File: src/rtl/shift_add_mulmod_pkg.sv
// Shared types for the shift-add multiplier.
// Holds the controller state encoding and the two operating-mode codes.
// There are no ports: the top module and the step cell import this package.
package rsa_mult_pkg;

    typedef enum logic [1:0] {
        ST_IDLE = 2'd0,
        ST_RUN  = 2'd1,
        ST_DONE = 2'd2
    } state_t;

    localparam logic MODE_MUL = 1'b0;
    localparam logic MODE_MOD = 1'b1;

endpackage

File: src/rtl/shift_add_mulmod_if.sv
// Request/result bundle for shift_add_mulmod.
// master drives: start_i, mode_i, a_i, b_i, n_i
// slave drives:  ready_o, busy_o, done_o, err_o, prod_o (2*WIDTH bits)
interface shift_add_mulmod_if #(
    parameter int WIDTH = 8
);
    logic                   start_i;
    logic                   mode_i;
    logic [WIDTH-1:0]       a_i;
    logic [WIDTH-1:0]       b_i;
    logic [WIDTH-1:0]       n_i;
    logic                   ready_o;
    logic                   busy_o;
    logic                   done_o;
    logic                   err_o;
    logic [2*WIDTH-1:0]     prod_o;

    modport master (
        output start_i, mode_i, a_i, b_i, n_i,
        input  ready_o, busy_o, done_o, err_o, prod_o
    );

    modport slave (
        input  start_i, mode_i, a_i, b_i, n_i,
        output ready_o, busy_o, done_o, err_o, prod_o
    );
endinterface

File: src/rtl/shift_add_mulmod_step.sv
// One modular double-and-add step of the MSB-first interleaved multiplier.
// Ports: r (running remainder, < n), a (multiplicand, < n), n (modulus),
//        mbit (current multiplier bit), r_next ((2r + mbit*a) mod n).
// Because r < n and a < n, the sum is below 3n, so at most two conditional
// subtractions are needed to bring it back into range.
module mulmod_step #(
    parameter int WIDTH = 8
) (
    input  logic [WIDTH-1:0] r,
    input  logic [WIDTH-1:0] a,
    input  logic [WIDTH-1:0] n,
    input  logic             mbit,
    output logic [WIDTH-1:0] r_next
);
    logic [WIDTH+1:0] n_ext;
    logic [WIDTH+1:0] t;
    logic [WIDTH+1:0] t1;

    always_comb begin
        n_ext = {2'b00, n};
        t     = {1'b0, r, 1'b0} + (mbit ? {2'b00, a} : '0);
        t1    = (t >= n_ext) ? (t - n_ext) : t;
        // After the second subtraction the value is below n, so it fits WIDTH bits.
        r_next = (t1 >= n_ext) ? WIDTH'(t1 - n_ext) : t1[WIDTH-1:0];
    end
endmodule

File: src/rtl/shift_add_mulmod.sv
// Sequential shift-add multiplier, one multiplier bit per clock.
// Mode 0: plain product A*B (2W bits). Mode 1: A*B mod N (zero-extended).
// Ports: clk, rst_n (synchronous, active low),
//        bus (slave): start_i/mode_i/a_i/b_i/n_i in, ready_o/busy_o/done_o/err_o/prod_o out.
//
// state   | meaning
// --------+---------------------------------------------------------------
// ST_IDLE | ready for a request; an accepted start latches the operands
// ST_RUN  | one multiplier bit processed per cycle, counter runs W..1
// ST_DONE | done_o pulse; prod_o/err_o hold this operation's result
module shift_add_mulmod
    import rsa_mult_pkg::*;
#(
    parameter int WIDTH = 8
) (
    input  logic               clk,
    input  logic               rst_n,
    shift_add_mulmod_if.slave  bus
);
    localparam int CNT_W = $clog2(WIDTH + 1);

    state_t             state_q, state_d;
    logic [CNT_W-1:0]   cnt_q;
    logic [WIDTH-1:0]   a_q;
    logic [WIDTH-1:0]   n_q;
    logic [WIDTH-1:0]   hi_q;   // mode 0: upper product half; mode 1: remainder R
    logic [WIDTH-1:0]   lo_q;   // multiplier B, shifted right (mode 0) or left (mode 1)
    logic               mode_q;
    logic               err_q;
    logic [2*WIDTH-1:0] prod_q;

    logic               accept;
    logic               op_err;
    logic               last;
    logic [WIDTH:0]     sum;
    logic [WIDTH-1:0]   mod_r;

    mulmod_step #(.WIDTH(WIDTH)) u_step (
        .r      (hi_q),
        .a      (a_q),
        .n      (n_q),
        .mbit   (lo_q[WIDTH-1]),
        .r_next (mod_r)
    );

    always_comb begin
        accept = bus.start_i && (state_q == ST_IDLE);
        op_err = (bus.mode_i == MODE_MOD) && ((bus.n_i == '0) || (bus.a_i >= bus.n_i));
        last   = (cnt_q == CNT_W'(1));
        sum    = {1'b0, hi_q} + (lo_q[0] ? {1'b0, a_q} : '0);
    end

    always_comb begin
        state_d = state_q;
        case (state_q)
            ST_IDLE: if (accept) state_d = op_err ? ST_DONE : ST_RUN;
            ST_RUN:  if (last)   state_d = ST_DONE;
            ST_DONE: state_d = ST_IDLE;
            default: state_d = ST_IDLE;
        endcase
    end

    always_ff @(posedge clk) begin
        if (!rst_n) begin
            state_q <= ST_IDLE;
            cnt_q   <= '0;
            a_q     <= '0;
            n_q     <= '0;
            hi_q    <= '0;
            lo_q    <= '0;
            mode_q  <= MODE_MUL;
            err_q   <= 1'b0;
            prod_q  <= '0;
        end else begin
            state_q <= state_d;
            if (accept) begin
                a_q    <= bus.a_i;
                n_q    <= bus.n_i;
                mode_q <= bus.mode_i;
                hi_q   <= '0;
                lo_q   <= bus.b_i;
                cnt_q  <= CNT_W'(WIDTH);
                err_q  <= op_err;
                if (op_err) prod_q <= '0;
            end else if (state_q == ST_RUN) begin
                cnt_q <= cnt_q - CNT_W'(1);
                if (mode_q == MODE_MUL) begin
                    hi_q <= sum[WIDTH:1];
                    lo_q <= {sum[0], lo_q[WIDTH-1:1]};
                    // Result is written on the final step so it is valid alongside done_o.
                    if (last) prod_q <= {sum, lo_q[WIDTH-1:1]};
                end else begin
                    hi_q <= mod_r;
                    lo_q <= {lo_q[WIDTH-2:0], 1'b0};
                    if (last) prod_q <= {{WIDTH{1'b0}}, mod_r};
                end
            end
        end
    end

    always_comb begin
        bus.ready_o = (state_q == ST_IDLE);
        bus.busy_o  = (state_q == ST_RUN) || (state_q == ST_DONE);
        bus.done_o  = (state_q == ST_DONE);
        bus.err_o   = err_q;
        bus.prod_o  = prod_q;
    end
endmodule

File: src/flat_wrapper.sv
// flat-port wrapper written by rule: the top's interface ports become plain ports
module shift_add_mulmod_flat import rsa_mult_pkg::*;
#(
    parameter int WIDTH = 8
)
  (clk, rst_n, bus_start_i, bus_mode_i, bus_a_i, bus_b_i, bus_n_i, bus_ready_o, bus_busy_o, bus_done_o, bus_err_o, bus_prod_o);
  shift_add_mulmod_if #(.WIDTH(WIDTH)) bus_i ();
  input  logic clk;
  input  logic rst_n;
  input wire logic [$bits(bus_i.start_i)-1:0] bus_start_i;
  input wire logic [$bits(bus_i.mode_i)-1:0] bus_mode_i;
  input wire logic [$bits(bus_i.a_i)-1:0] bus_a_i;
  input wire logic [$bits(bus_i.b_i)-1:0] bus_b_i;
  input wire logic [$bits(bus_i.n_i)-1:0] bus_n_i;
  output wire logic [$bits(bus_i.ready_o)-1:0] bus_ready_o;
  output wire logic [$bits(bus_i.busy_o)-1:0] bus_busy_o;
  output wire logic [$bits(bus_i.done_o)-1:0] bus_done_o;
  output wire logic [$bits(bus_i.err_o)-1:0] bus_err_o;
  output wire logic [$bits(bus_i.prod_o)-1:0] bus_prod_o;
  assign bus_i.start_i = bus_start_i;
  assign bus_i.mode_i = bus_mode_i;
  assign bus_i.a_i = bus_a_i;
  assign bus_i.b_i = bus_b_i;
  assign bus_i.n_i = bus_n_i;
  assign bus_ready_o = bus_i.ready_o;
  assign bus_busy_o = bus_i.busy_o;
  assign bus_done_o = bus_i.done_o;
  assign bus_err_o = bus_i.err_o;
  assign bus_prod_o = bus_i.prod_o;
  shift_add_mulmod #(.WIDTH(WIDTH)) u_core (.clk(clk), .rst_n(rst_n), .bus(bus_i));
endmodule
File: config.mk
export PLATFORM = sky130hd
export DESIGN_NAME = shift_add_mulmod_flat
export DESIGN_NICKNAME = d
export VERILOG_FILES = /design/src/rtl/shift_add_mulmod_pkg.sv /design/src/rtl/shift_add_mulmod_if.sv /design/src/rtl/shift_add_mulmod_step.sv /design/src/rtl/shift_add_mulmod.sv /design/src/flat_wrapper.sv
export SDC_FILE = /design/constraint.sdc
export NUM_CORES = 1
export LEC_CHECK = 0
export ABC_AREA = 1
export BUFFER_PORTS_ARGS = -buffer_cell sky130_fd_sc_hd__buf_2
export CORE_MARGIN = 10
export CORE_UTILIZATION = 54
export CTS_CLUSTER_DIAMETER = 80
export DETAILED_ROUTE_END_ITERATION = 12
export GPL_ROUTABILITY_DRIVEN = 0
export PLACE_DENSITY = 0.83
export SYNTH_ARGS = -nofsm -noshare
export SYNTH_HDL_FRONTEND = slang
export SYNTH_SLANG_ARGS = --single-unit
File: constraint.sdc
create_clock -name clk -period 4.95 [get_ports clk]
set_clock_uncertainty 0.15 [all_clocks]
set_input_delay 0.7425 -clock clk [delete_from_list [all_inputs] [get_ports clk]]
set_output_delay 0.7425 -clock clk [all_outputs]
set_load 0.005 [all_outputs]
======== Yosys cells after proc, flatten, opt, wreduce, memory -nomap -nowiden ========
Index checks and enable logic that the tools add are counted.
word-level totals
  output and inout bits ................... 20
  flip-flop bits (word level) ............. 56
  logic and storage cells ................. 56
operators by class
  equal/unequal tests ..................... 6
  bitwise gates (word level) .............. 1
  reductions and logical operators ........ 11
  add/sub/neg operators ................... 5
  mux-type cells .......................... 20
  magnitude comparators ................... 3
operators with widths
  cell                   count
  $mux W16               6
  $mux W8                7
  $ge A10 B8 Y1          2
  $add A9 B10 Y10        1
  $mux W10               1
  $sub A10 B8 Y10        1
  $add A8 B9 Y9          1
  $ge A8 B8 Y1           1
  $logic_not A8 Y1       1
  $mux W4                2
  $sub A8 B8 Y8          1
  $mux W2                3
  $eq A4 B1 Y1 const B   1
  $ne A2 B1 Y1 const B   2
  $pmux W2 S2            1
  $reduce_bool A2 Y1     2
  $sub A4 B1 Y4 const B  1
  $reduce_and A3 Y1      1
  $eq A2 B1 Y1 const B   1
  $eq A2 B2 Y1 const B   1
  $logic_and A1 B1 Y1    2
  $logic_not A2 Y1       1
  $logic_or A1 B1 Y1     2
  $ne A2 B2 Y1 const B   1
  3 further kinds        3

======== Depth between registers and ports, before layout ========
Gate-level depths: netlist of run 1.
  word-level depth ........................ 10
  depth in mapped cells ................... 35

======== By module ========
From an unflattened synthesis of run 1, not the netlist that was laid out.
second synthesis, totals
  cell total of the unflattened synthesis .. 718
  area total of the unflattened synthesis .. 4,819.6 sq um
by module, submodules not included
  module            times used  cells an instance  area an instance (sq um)
  shift_add_mulmod  1           437                3,160.5
  mulmod_step       1           281                1,659.1

======== Worst setup path after synthesis of run 1 ========
No wires, ideal clock.
  kind .................................... reg-to-reg
  from .................................... register u_core.lo_q[7]
  to ...................................... register u_core.prod_q[2], in the netlist u_core.bus.prod_o[2]
  path slack .............................. 133 ps
  cell stages (with the launch flop) ...... 34
  library setup time ...................... 137 ps
  arrival time ............................ 4,530 ps
  cells stage by stage .................... dfxtp_1 > clkbuf_1 > nand2_1 > inv_1 > ha_1 > fa_1 > nand3_1 > nand2_1 > a31oi_1 > xor2_1 > inv_1 > ha_1 > nand2_1 > nor2_1 > nand4_1 > nand2_1 > nor2_2 > nand3_4 > nand2_1 > o21ai_0 > ha_1 > fa_1 > nor2_1 > nand3_1 > o211ai_2 > nand2_1 > a21boi_1 > nor2_8 > nand2_4 > nand2_1 > nand3_2 > nand2_1 > nand2_1 > a21oi_2
between the ends
  cells in the longest elaborated chain, start to end .. 10
RTL lines
  item                                                     line                         source
  start, declared                                          shift_add_mulmod.sv:27       logic [WIDTH-1:0] lo_q;
  start signal, assigned                                   shift_add_mulmod.sv:81       lo_q <= bus.b_i;
  start signal, assigned                                   shift_add_mulmod.sv:89       lo_q <= {sum[0], lo_q[WIDTH-1:1]};
  start signal, assigned                                   shift_add_mulmod.sv:94       lo_q <= {lo_q[WIDTH-2:0], 1'b0};
  $mux W8 *                                                shift_add_mulmod_step.sv:21  t = {1'b0, r, 1'b0} + (mbit ? {2'b00, a} : '0);
  $add A9 B10 Y10 *                                        shift_add_mulmod_step.sv:21
  $sub A10 B8 Y10 / $ge A10 B8 Y1 (equally long branches)  shift_add_mulmod_step.sv:22  t1 = (t >= n_ext) ? (t - n_ext) : t;
  $mux W10 *                                               shift_add_mulmod_step.sv:22
  $sub A8 B8 Y8 / $ge A10 B8 Y1 (equally long branches)    shift_add_mulmod_step.sv:24  r_next = (t1 >= n_ext) ? WIDTH'(t1 - n_ext) : t1[WIDTH-1:0];
  $mux W8 *                                                shift_add_mulmod_step.sv:24
  $mux W16 *                                               shift_add_mulmod.sv:95       if (last) prod_q <= {{WIDTH{1'b0}}, mod_r};
  $mux W16 *                                               shift_add_mulmod.sv:87       if (mode_q == MODE_MUL) begin
  $mux W16 *                                               shift_add_mulmod.sv:85       end else if (state_q == ST_RUN) begin
  $mux W16 *                                               shift_add_mulmod.sv:76       if (accept) begin
  end signal, assigned                                     shift_add_mulmod.sv:91       if (last) prod_q <= {sum, lo_q[WIDTH-1:1]};
  end signal, assigned                                     shift_add_mulmod.sv:95
  end, declared                                            shift_add_mulmod.sv:30       logic [2*WIDTH-1:0] prod_q;
Every way passes the cells marked *; elsewhere a longest branch is shown, timed or not. The select of a mux whose other input is x is not followed.
A chain may end at the register's enable or synchronous reset.

======== Worst setup path after layout of run 1 ========
  from .................................... register u_core.a_q[1]
  to ...................................... register u_core.prod_q[3], in the netlist u_core.bus.prod_o[3]
between the ends
  cells in the longest elaborated chain, start to end .. 10
RTL lines
  item                                                     line                         source
  start, declared                                          shift_add_mulmod.sv:24       logic [WIDTH-1:0] a_q;
  start signal, assigned                                   shift_add_mulmod.sv:77       a_q <= bus.a_i;
  $mux W8 *                                                shift_add_mulmod_step.sv:21
  $add A9 B10 Y10 *                                        shift_add_mulmod_step.sv:21
  $sub A10 B8 Y10 / $ge A10 B8 Y1 (equally long branches)  shift_add_mulmod_step.sv:22
  $mux W10 *                                               shift_add_mulmod_step.sv:22
  $sub A8 B8 Y8 / $ge A10 B8 Y1 (equally long branches)    shift_add_mulmod_step.sv:24
  $mux W8 *                                                shift_add_mulmod_step.sv:24
  $mux W16 *                                               shift_add_mulmod.sv:95
  $mux W16 *                                               shift_add_mulmod.sv:87
  $mux W16 *                                               shift_add_mulmod.sv:85
  $mux W16 *                                               shift_add_mulmod.sv:76
Marks and branches as above.

==> metrics, run 1 <==
final count of pins violating max slew=0; most frequent cells after synthesis=nand2_1 (130), inv_1 (97), dfxtp_1 (56); pin slew with the least headroom to its limit=0.946 ns; clock latency on the worst-skew pair=0.33 ns; per-instance average area after synthesis=6.93 um^2; minimum clock period=4.85 ns; GRT Total Usage=19.4%; cell at the root of the clock tree=clkbuf_8; flip-flop cell with the highest count after synthesis=dfxtp_1; CTS clock-pin slew for the worst setup and hold paths=0.11 ns; cell with the biggest individual delay on the critical path=fa_2; area of the core region=7810 um^2; Worst Setup End Kind=flip-flop; estimated wirelength of the detail-placed design=9.30 mm; number of synthesized flops with an enable pin=0; pre-CTS WS=-0.0106 ns; clock tree buffer depth=2; critical path fanouts, max=8; Die Span Y=110 um; asr flop ratio synth=0%; area of the die=12100 um^2; number of buffers inserted by hold repair at cts=0; max frequency=0.206 GHz; count of clock tree sinks=56; post-detailed-route wirelength per cell=15.8 um; diodes inserted=0; share of the cycle needed by the critical path after routing=98.0%; detailed-route vias per instance=5.71; ranking of synthesized cells by area=dfxtp_1 (26%), ha_1 (13%), nand2_1 (11%), inv_1 (8.3%), a21oi_1 (5.8%); number of port buffers=47; first-pass GRT wire length=19.3 mm; register area share after synthesis=25.5%; final number of setup-violating endpoints=0; Synthesis Warnings=0; total CTS buffers=5; result of the run=finished, final reports clean; type of the worst setup path=flip-flop to flip-flop; slack of the critical path=0.0990 ns; top cell type by total area after synthesis=dfxtp_1; horizontal extent of the die=110 um; number of flip-flops and latches in the synthesized netlist=56; maximum number of pins on one net before global-route repair=32; number of maximum-capacitance violations=0; hold slack final=0.316 ns; slowest cell delay on critical path=0.39 ns; Cells after Synth=634; Crit path top cell by count=nand2_1; crit path DAT=4.90 ns; class of the tightest hold or removal check=flip-flop to flip-flop; Final Core Density=65.8%; Layout area overhead=17.0%; IO Pins=48; count of nets after finishing=761; total congestion overflow after global routing=0; number of global-route vias before repair=4216; cell area after synthesis=4390 um^2; Bufs and invs on worst path=4; number of antenna violations at the first check in global routing=0; count of H-tree levels built during CTS=2; area share of the largest cell type after synthesis=25.5%; net count after synthesis=710; cell type group with the largest total delay on the critical path=simple AND/OR/NAND/NOR gates; overall via count from detail_route=4499; Iteration-0 DRC Markers=404; count of unique library cells instantiated by Yosys=41; worst relative slew slack=36.8%; Remaining DRCs=0; wire length reported by the detailed router=12.4 mm; cell with the most instances after synthesis=nand2_1; remaining antenna violation count after routing=0; critical path required time=5.00 ns; effective utilization at floorplan=56.3%; placement row count=32; clock tree from TritonCTS=built; Final Hold Vio Count=0; CP startpoint kind=flip-flop; detailed-routing iteration count for the pre-antenna-repair pass=5; share of layout cells above drive strength 1=23.2%
-- metal layers --
| layer | track usage (%) | share of wire (%) |
|---|---|---|
| met3 | 3.83 | 6.7 |
| met1 | 24.1 | 42 |
| met2 | 32.2 | 47 |
| met5 | 0 | 0 |
| met4 | 8.26 | 4.0 |
-- cell type report --
type	count	area, um^2
Clock buffer	5	68.8
Clock inverter	3	27.5
Fill cell	636	2670
Inverter	99	372
Multi-Input combinational cell	459	3040
Sequential cell	56	1120
Tap cell	102	128
Timing Repair Buffer	64	379
-- final timing paths --
path,endpoint,slack [ns],start,cells after the start
min,u_core.bus.err_o,0.32,u_core.bus.err_o,2
min reg2reg,u_core.bus.err_o,0.32,u_core.bus.err_o,2
max,u_core.bus.prod_o[3],0.1,u_core.a_q[1],29
max reg2reg,u_core.bus.prod_o[3],0.1,u_core.a_q[1],29
-- kinds of logic after synthesis --
group	after synthesis	synth area share [%]
compound gates	132	18.1
xor+xnor	16	3.19
fa+ha+maj	48	14.4
buf+inv	120	10.9
flops	56	25.5
simple gates	262	27.9
-- cell usage in the layout, fill, tap and decap left out, drive strengths merged, types with 4 or more instances in the layout --
master,Yosys,final
dfxtp,56,56
nor2,49,50
xor2,10,10
a21oi,61,61
nand2,143,143
inv,97,98
ha,44,44
nand4,8,8
xnor2,6,6
nand3,57,57
fa,4,4
o221ai,7,7
clkbuf,14,5
o21ai,43,43
a31oi,11,11
buf,7,64
-- through the flow --
step                      area, um^2  setup TNS, ns  std cells
final                           5140              0        788
after global routing            5140          -1.41        788
after CTS                       4810              0        778
after detailed placement        4710        -0.0382        770
after global placement          4710              0        770
after floorplan                 4390              0        634
-- repair_timing --
| action | in CTS | in global routing |
|---|---|---|
| resized for setup | 1 | 47 |
| endpoints found under the setup margin | 7 | 16 |
| pin swaps | 0 | 18 |
| cloned | 0 | 1 |
| setup buffers | 0 | 9 |
-- worst register-to-register path: cells and delay by family (launching register included) --
kind            cells  cell delay [ns]
xor+xnor            1             0.22
simple gates       14             1.28
buf+inv             4             0.43
fa+ha+maj           4             1.15
compound gates      6             1.17
flops               1             0.35
-- registers in the layout (all words and copies together) (netlist names) --
| name | cells |
|---|---|
| u_core.n_q | 8 |
| u_core.cnt_q | 4 |
| u_core.lo_q | 8 |
| u_core.bus.prod_o | 16 |
| u_core.bus.err_o | 1 |
| u_core.hi_q | 8 |
| u_core.state_q | 2 |
| u_core.a_q | 8 |
| u_core.mode_q | 1 |
Power of run 1 is left out: the tool's default activity adds up to more than one toggle a clock period on the data nets, which glitch-free logic cannot reach.
==> run 2: changes to the inputs <==
CELL_PAD_IN_SITES_DETAIL_PLACEMENT = 1   (was unset)
CELL_PAD_IN_SITES_GLOBAL_PLACEMENT = 2   (was unset)
CORE_UTILIZATION = 30   (was 54)
PLACE_DENSITY = 0.82   (was 0.83)
==> run 2 against run 1 <==
Net effect:
- utilization down 28 points
- hold slack better by 0.020 ns
- clock-buffer cell count unchanged
- worst setup slack better by 0.067 ns
- non-clock buffer count up 13
- routed wire length up 18%
- register-to-register slack better by 0.07 ns
- cell count up 12%
- die area up 64%
- sequential share of layout area down 1.1 points
==> metrics, run 2 (synthesized netlist as in run 1, its figures left out) <==
share of the cycle needed by the critical path after routing=96.6%; count of H-tree levels built during CTS=2; estimated wirelength of the detail-placed design=11.6 mm; detailed-routing iteration count for the pre-antenna-repair pass=4; number of port buffers=47; hold slack final=0.336 ns; horizontal extent of the die=141 um; count of nets after finishing=775; CP startpoint kind=flip-flop; max frequency=0.209 GHz; Remaining DRCs=0; clock tree buffer depth=2; diodes inserted=0; Cells after DPL=863; critical path fanouts, max=8; number of instances on the worst hold path=2; Layout area overhead=23.1%; cell with the biggest individual delay on the critical path=fa_2; final count of pins violating max slew=0; type of the worst setup path=flip-flop to flip-flop; Final Hold Vio Count=0; share of layout cells above drive strength 1=24.0%; maximum number of pins on one net before global-route repair=32; post-detailed-route wirelength per cell=16.6 um; class of the tightest hold or removal check=flip-flop to flip-flop; overall via count from detail_route=4402; fillers=1861; total CTS buffers=5; slowest cell delay on critical path=0.39 ns; number of buffers inserted by hold repair at cts=0; number of antenna violations at the first check in global routing=0; worst relative slew slack=36.0%; detailed-route vias per instance=4.98; Crit path top cell by count=nand2_1; area of the core region=14400 um^2; effective utilization at floorplan=30.5%; crit path DAT=4.80 ns; Iteration-0 DRC Markers=202; area of the die=19900 um^2; pin slew with the least headroom to its limit=0.959 ns; total congestion overflow after global routing=0; Final Core Density=37.5%; placed instance area=4900 um^2; IO Pins=48; max FFs per register=16; clock latency on the worst-skew pair=0.30 ns; clock tree from TritonCTS=built; minimum setup slack among reg-to-reg paths=0.17 ns; first-pass GRT wire length=23.2 mm; Final Cell Area=5410 um^2; wire length reported by the detailed router=14.7 mm; Hold Path Origin=u_core.bus.prod_o[15]; number of maximum-capacitance violations=0; Register Area=1120 um^2; multi-input combinational cell area=3060 um^2; Die Span Y=141 um; count of clock tree sinks=56; post-layout instance count excluding filler cells=884; hold path endpoint=u_core.bus.prod_o[15]; most common library cell in the layout ignoring fill and taps=nand2_1; result of the run=finished, final reports clean; capture point of the worst reg-to-reg path=u_core.bus.prod_o[4]; cell count of the worst reg-to-reg path=29; number of global-route vias before repair=4645; Worst Setup End Kind=flip-flop; CTS clock-pin slew for the worst setup and hold paths=0.08 ns; cell at the root of the clock tree=clkbuf_16; minimum clock period=4.78 ns; critical path required time=4.96 ns; source of the worst register-to-register timing path=u_core.a_q[1]; most used cells in the layout excluding fill and tap cells=nand2_1 (126), inv_1 (95), dfxtp_1 (55), a21oi_1 (48), buf_2 (47); placement row count=44; GRT Total Usage=14.0%; final number of setup-violating endpoints=0; remaining antenna violation count after routing=0
-- run 2: cell count changes in the layout (fill, tap and decap cells not counted), moves of 2 or more --
cell | before | now
buf_4 | 15 | 28
clkbuf_16 | 0 | 5
clkbuf_8 | 5 | 0
nand2_1 | 122 | 126
nand2_2 | 18 | 14
a31oi_4 | 0 | 2
ha_1 | 32 | 34
xor2_1 | 8 | 6
xor2_2 | 2 | 4
-- run 2: worst max-delay path: cells and delay by family, from the launching register on --
family	cells	cell delay (ns)
AO/OA/AOI/OAI	6	0.90
XOR/XNOR	1	0.35
adder cells (fa/ha/maj)	4	1.22
buffers and inverters	3	0.26
flip-flops	1	0.34
AND/OR/NAND/NOR	15	1.39
-- run 2: worst max-delay path by stage --
stage,startpoint,to,slack (ns),depth (start not counted)
CTS,u_core.a_q[1],u_core.bus.prod_o[2],0.005,32
finish,u_core.a_q[1],u_core.bus.prod_o[4],0.17,29
global route,u_core.a_q[1],u_core.bus.prod_o[5],-0.12,33
global placement,u_core.lo_q[7],u_core.bus.prod_o[3],0.09,30
detailed placement,u_core.lo_q[7],u_core.bus.prod_o[2],-0.12,32
floorplan,u_core.lo_q[7],u_core.bus.prod_o[2],0.13,33
-- run 2: metal layers --
layer	GRT usage, %	part of all wire (%)	wire length, um	vias up
met1	17.0	45	6590	2110
met4	4.08	1.7	249	0
met5	0	0	0	-
li1	-	-	-	2216
met2	24.7	51	7490	56
met3	2.18	2.6	379	20
-- run 2: cell type report --
type | instances | area share, %
multi-input combinational | 460 | 56.7
sequential | 56 | 20.8
timing repair buffer | 77 | 8.65
inverter | 99 | 6.87
tap | 184 | 4.26
clock buffer | 5 | 2.31
clock inverter | 3 | 0.486
-- run 2: what timing repair did --
action,4_1_cts,5_1_grt
gates cloned,1,1
setup buffers,5,6
pin swaps,5,14
endpoints found under the setup margin,14,16
gates resized for setup,6,41
-- run 2: metrics by stage --
step / setup TNS (ns) / worst slack (ns)
floorplan: 0 / 0.133
global placement: 0 / 0.0907
detailed placement: -0.767 / -0.122
CTS: 0 / 0.00506
global route: -0.780 / -0.119
finish: 0 / 0.166
Power of run 2 is left out for the same reason.
==> run 3: changes to the inputs <==
CORE_MARGIN = unset   (was 10)
==> run 3 against run 2 <==
Net effect:
- global-route usage up 4.6 points
- first-iteration DRC count up 5.0%
- sequential share of layout area up 0.78 points
- largest cell class unchanged
==> metrics, run 3 (synthesized netlist as in run 1, its figures left out) <==
area of the core region=14100 um^2; estimated wirelength of the detail-placed design=11.0 mm; fillers=1818; Iteration-0 DRC Markers=212; cell count of the worst reg-to-reg path=30; Layout area overhead=18.9%; Die Span Y=123 um; cell with the biggest individual delay on the critical path=fa_1; minimum setup slack among reg-to-reg paths=0.18 ns; number of global-route vias before repair=4361; crit path DAT=4.78 ns; PD cells=835 nW/um^2; Cells after DPL=855; CP startpoint kind=flip-flop; detailed-route vias per instance=4.95; critical path fanouts, max=9; Final Hold Vio Count=0; horizontal extent of the die=123 um; result of the run=finished, final reports clean; share of layout cells above drive strength 1=21.4%; post-detailed-route wirelength per cell=15.7 um; detailed-routing iteration count for the pre-antenna-repair pass=4; IO Pins=48; count of H-tree levels built during CTS=2; total design power=0.00436 W; clock tree from TritonCTS=built; remaining antenna violation count after routing=0; number of maximum-capacitance violations=0; worst IR drop on VDD=0.439 mV; clock latency on the worst-skew pair=0.30 ns; CTS clock-pin slew for the worst setup and hold paths=0.08 ns; class of the tightest hold or removal check=flip-flop to flip-flop; Worst Setup End Kind=flip-flop; type of the worst setup path=flip-flop to flip-flop; Leak Pwr=2.56 nW; Register Area=1120 um^2; max frequency=0.210 GHz; first-pass GRT wire length=21.9 mm; pin slew with the least headroom to its limit=0.963 ns; total congestion overflow after global routing=0; number of antenna violations at the first check in global routing=0; post-layout instance count excluding filler cells=867; Crit path top cell by count=nand2_1; count of nets after finishing=762; total CTS buffers=5; clock tree buffer depth=2; multi-input combinational cell area=2960 um^2; diodes inserted=0; slowest cell delay on critical path=0.41 ns; area of the die=15100 um^2; max FFs per register=16; effective utilization at floorplan=31.2%; maximum number of pins on one net before global-route repair=32; number of port buffers=47; count of clock tree sinks=56; share of the cycle needed by the critical path after routing=96.3%; placement row count=43; final number of setup-violating endpoints=0; minimum clock period=4.77 ns; most used cells in the layout excluding fill and tap cells=nand2_1 (125), inv_1 (94), dfxtp_1 (55), a21oi_1 (51), buf_2 (47); wire length reported by the detailed router=13.6 mm; worst relative slew slack=35.7%; overall via count from detail_route=4293; final count of pins violating max slew=0; cell at the root of the clock tree=clkbuf_16; most common library cell in the layout ignoring fill and taps=nand2_1; number of instances on the worst hold path=2; final sum of negative setup slack=0 ns; Remaining DRCs=0; GRT Total Usage=18.6%; critical path required time=4.96 ns
## run 3: worst paths after layout
kind                                             from               endpoint
worst min register to register  u_core.bus.prod_o[10]  u_core.bus.prod_o[10]
worst max register to register         u_core.lo_q[7]   u_core.bus.prod_o[2]
worst max-delay path                   u_core.lo_q[7]   u_core.bus.prod_o[2]
worst min-delay path            u_core.bus.prod_o[10]  u_core.bus.prod_o[10]
## run 3: layer usage
layer  global-route usage (%)  vias to the layer above  part of all wire, %
met1                     24.8                     2048                   47
li1                         -                     2182                    -
met4                     3.39                        0                 0.72
met3                     1.61                        7                  2.8
met5                        0                        -                    0
met2                     32.7                       56                   49
## run 3: power by group
| part | leakage, nW | total (W) | internal [W] | switching [W] |
|---|---|---|---|---|
| registers | 0.459 | 0.000614 | 0.000531 | 0.0000830 |
| clock network | 0.0719 | 0.000376 | 0.000193 | 0.000184 |
| logic | 2.03 | 0.00337 | 0.00138 | 0.00199 |
## run 3: through the flow
stage	setup slack, ns	hold slack (ns)	cell area (um^2)	util (%)
after floorplan	0.133	0.302	4390	-
after global placement	0.0123	0.291	4860	34.5
after global routing	-0.0976	0.366	5220	37.1
after detailed placement	-0.123	0.320	4860	34.5
final	0.183	0.336	5220	37.1
after CTS	0.0295	0.341	5040	35.7
## run 3: what timing repair did
item | CTS | global route
resized for setup | 6 | 32
endpoints found under the setup margin | 14 | 16
hold buffers | 0 | 0
buffers inserted | 1 | 3
pin swaps | 2 | 10
## run 3: area by class of cell
cell class / instances / area share (%)
clock buffers: 5 / 2.40
clock inverters: 3 / 0.527
inverters: 99 / 7.11
multi-input cells: 458 / 56.7
flip-flops and latches: 56 / 21.5
well taps: 180 / 4.31
repair buffers: 66 / 7.45
## run 3: worst max-delay path: cells and delay by family (launching register included)
family          cells  cell delay, ns
compound gates      6            0.83
fa+ha+maj           5            1.40
xor+xnor            1            0.21
simple gates       16            1.50
buf+inv             2            0.14
flops               1            0.37
(Power assumes the default switching activity.)
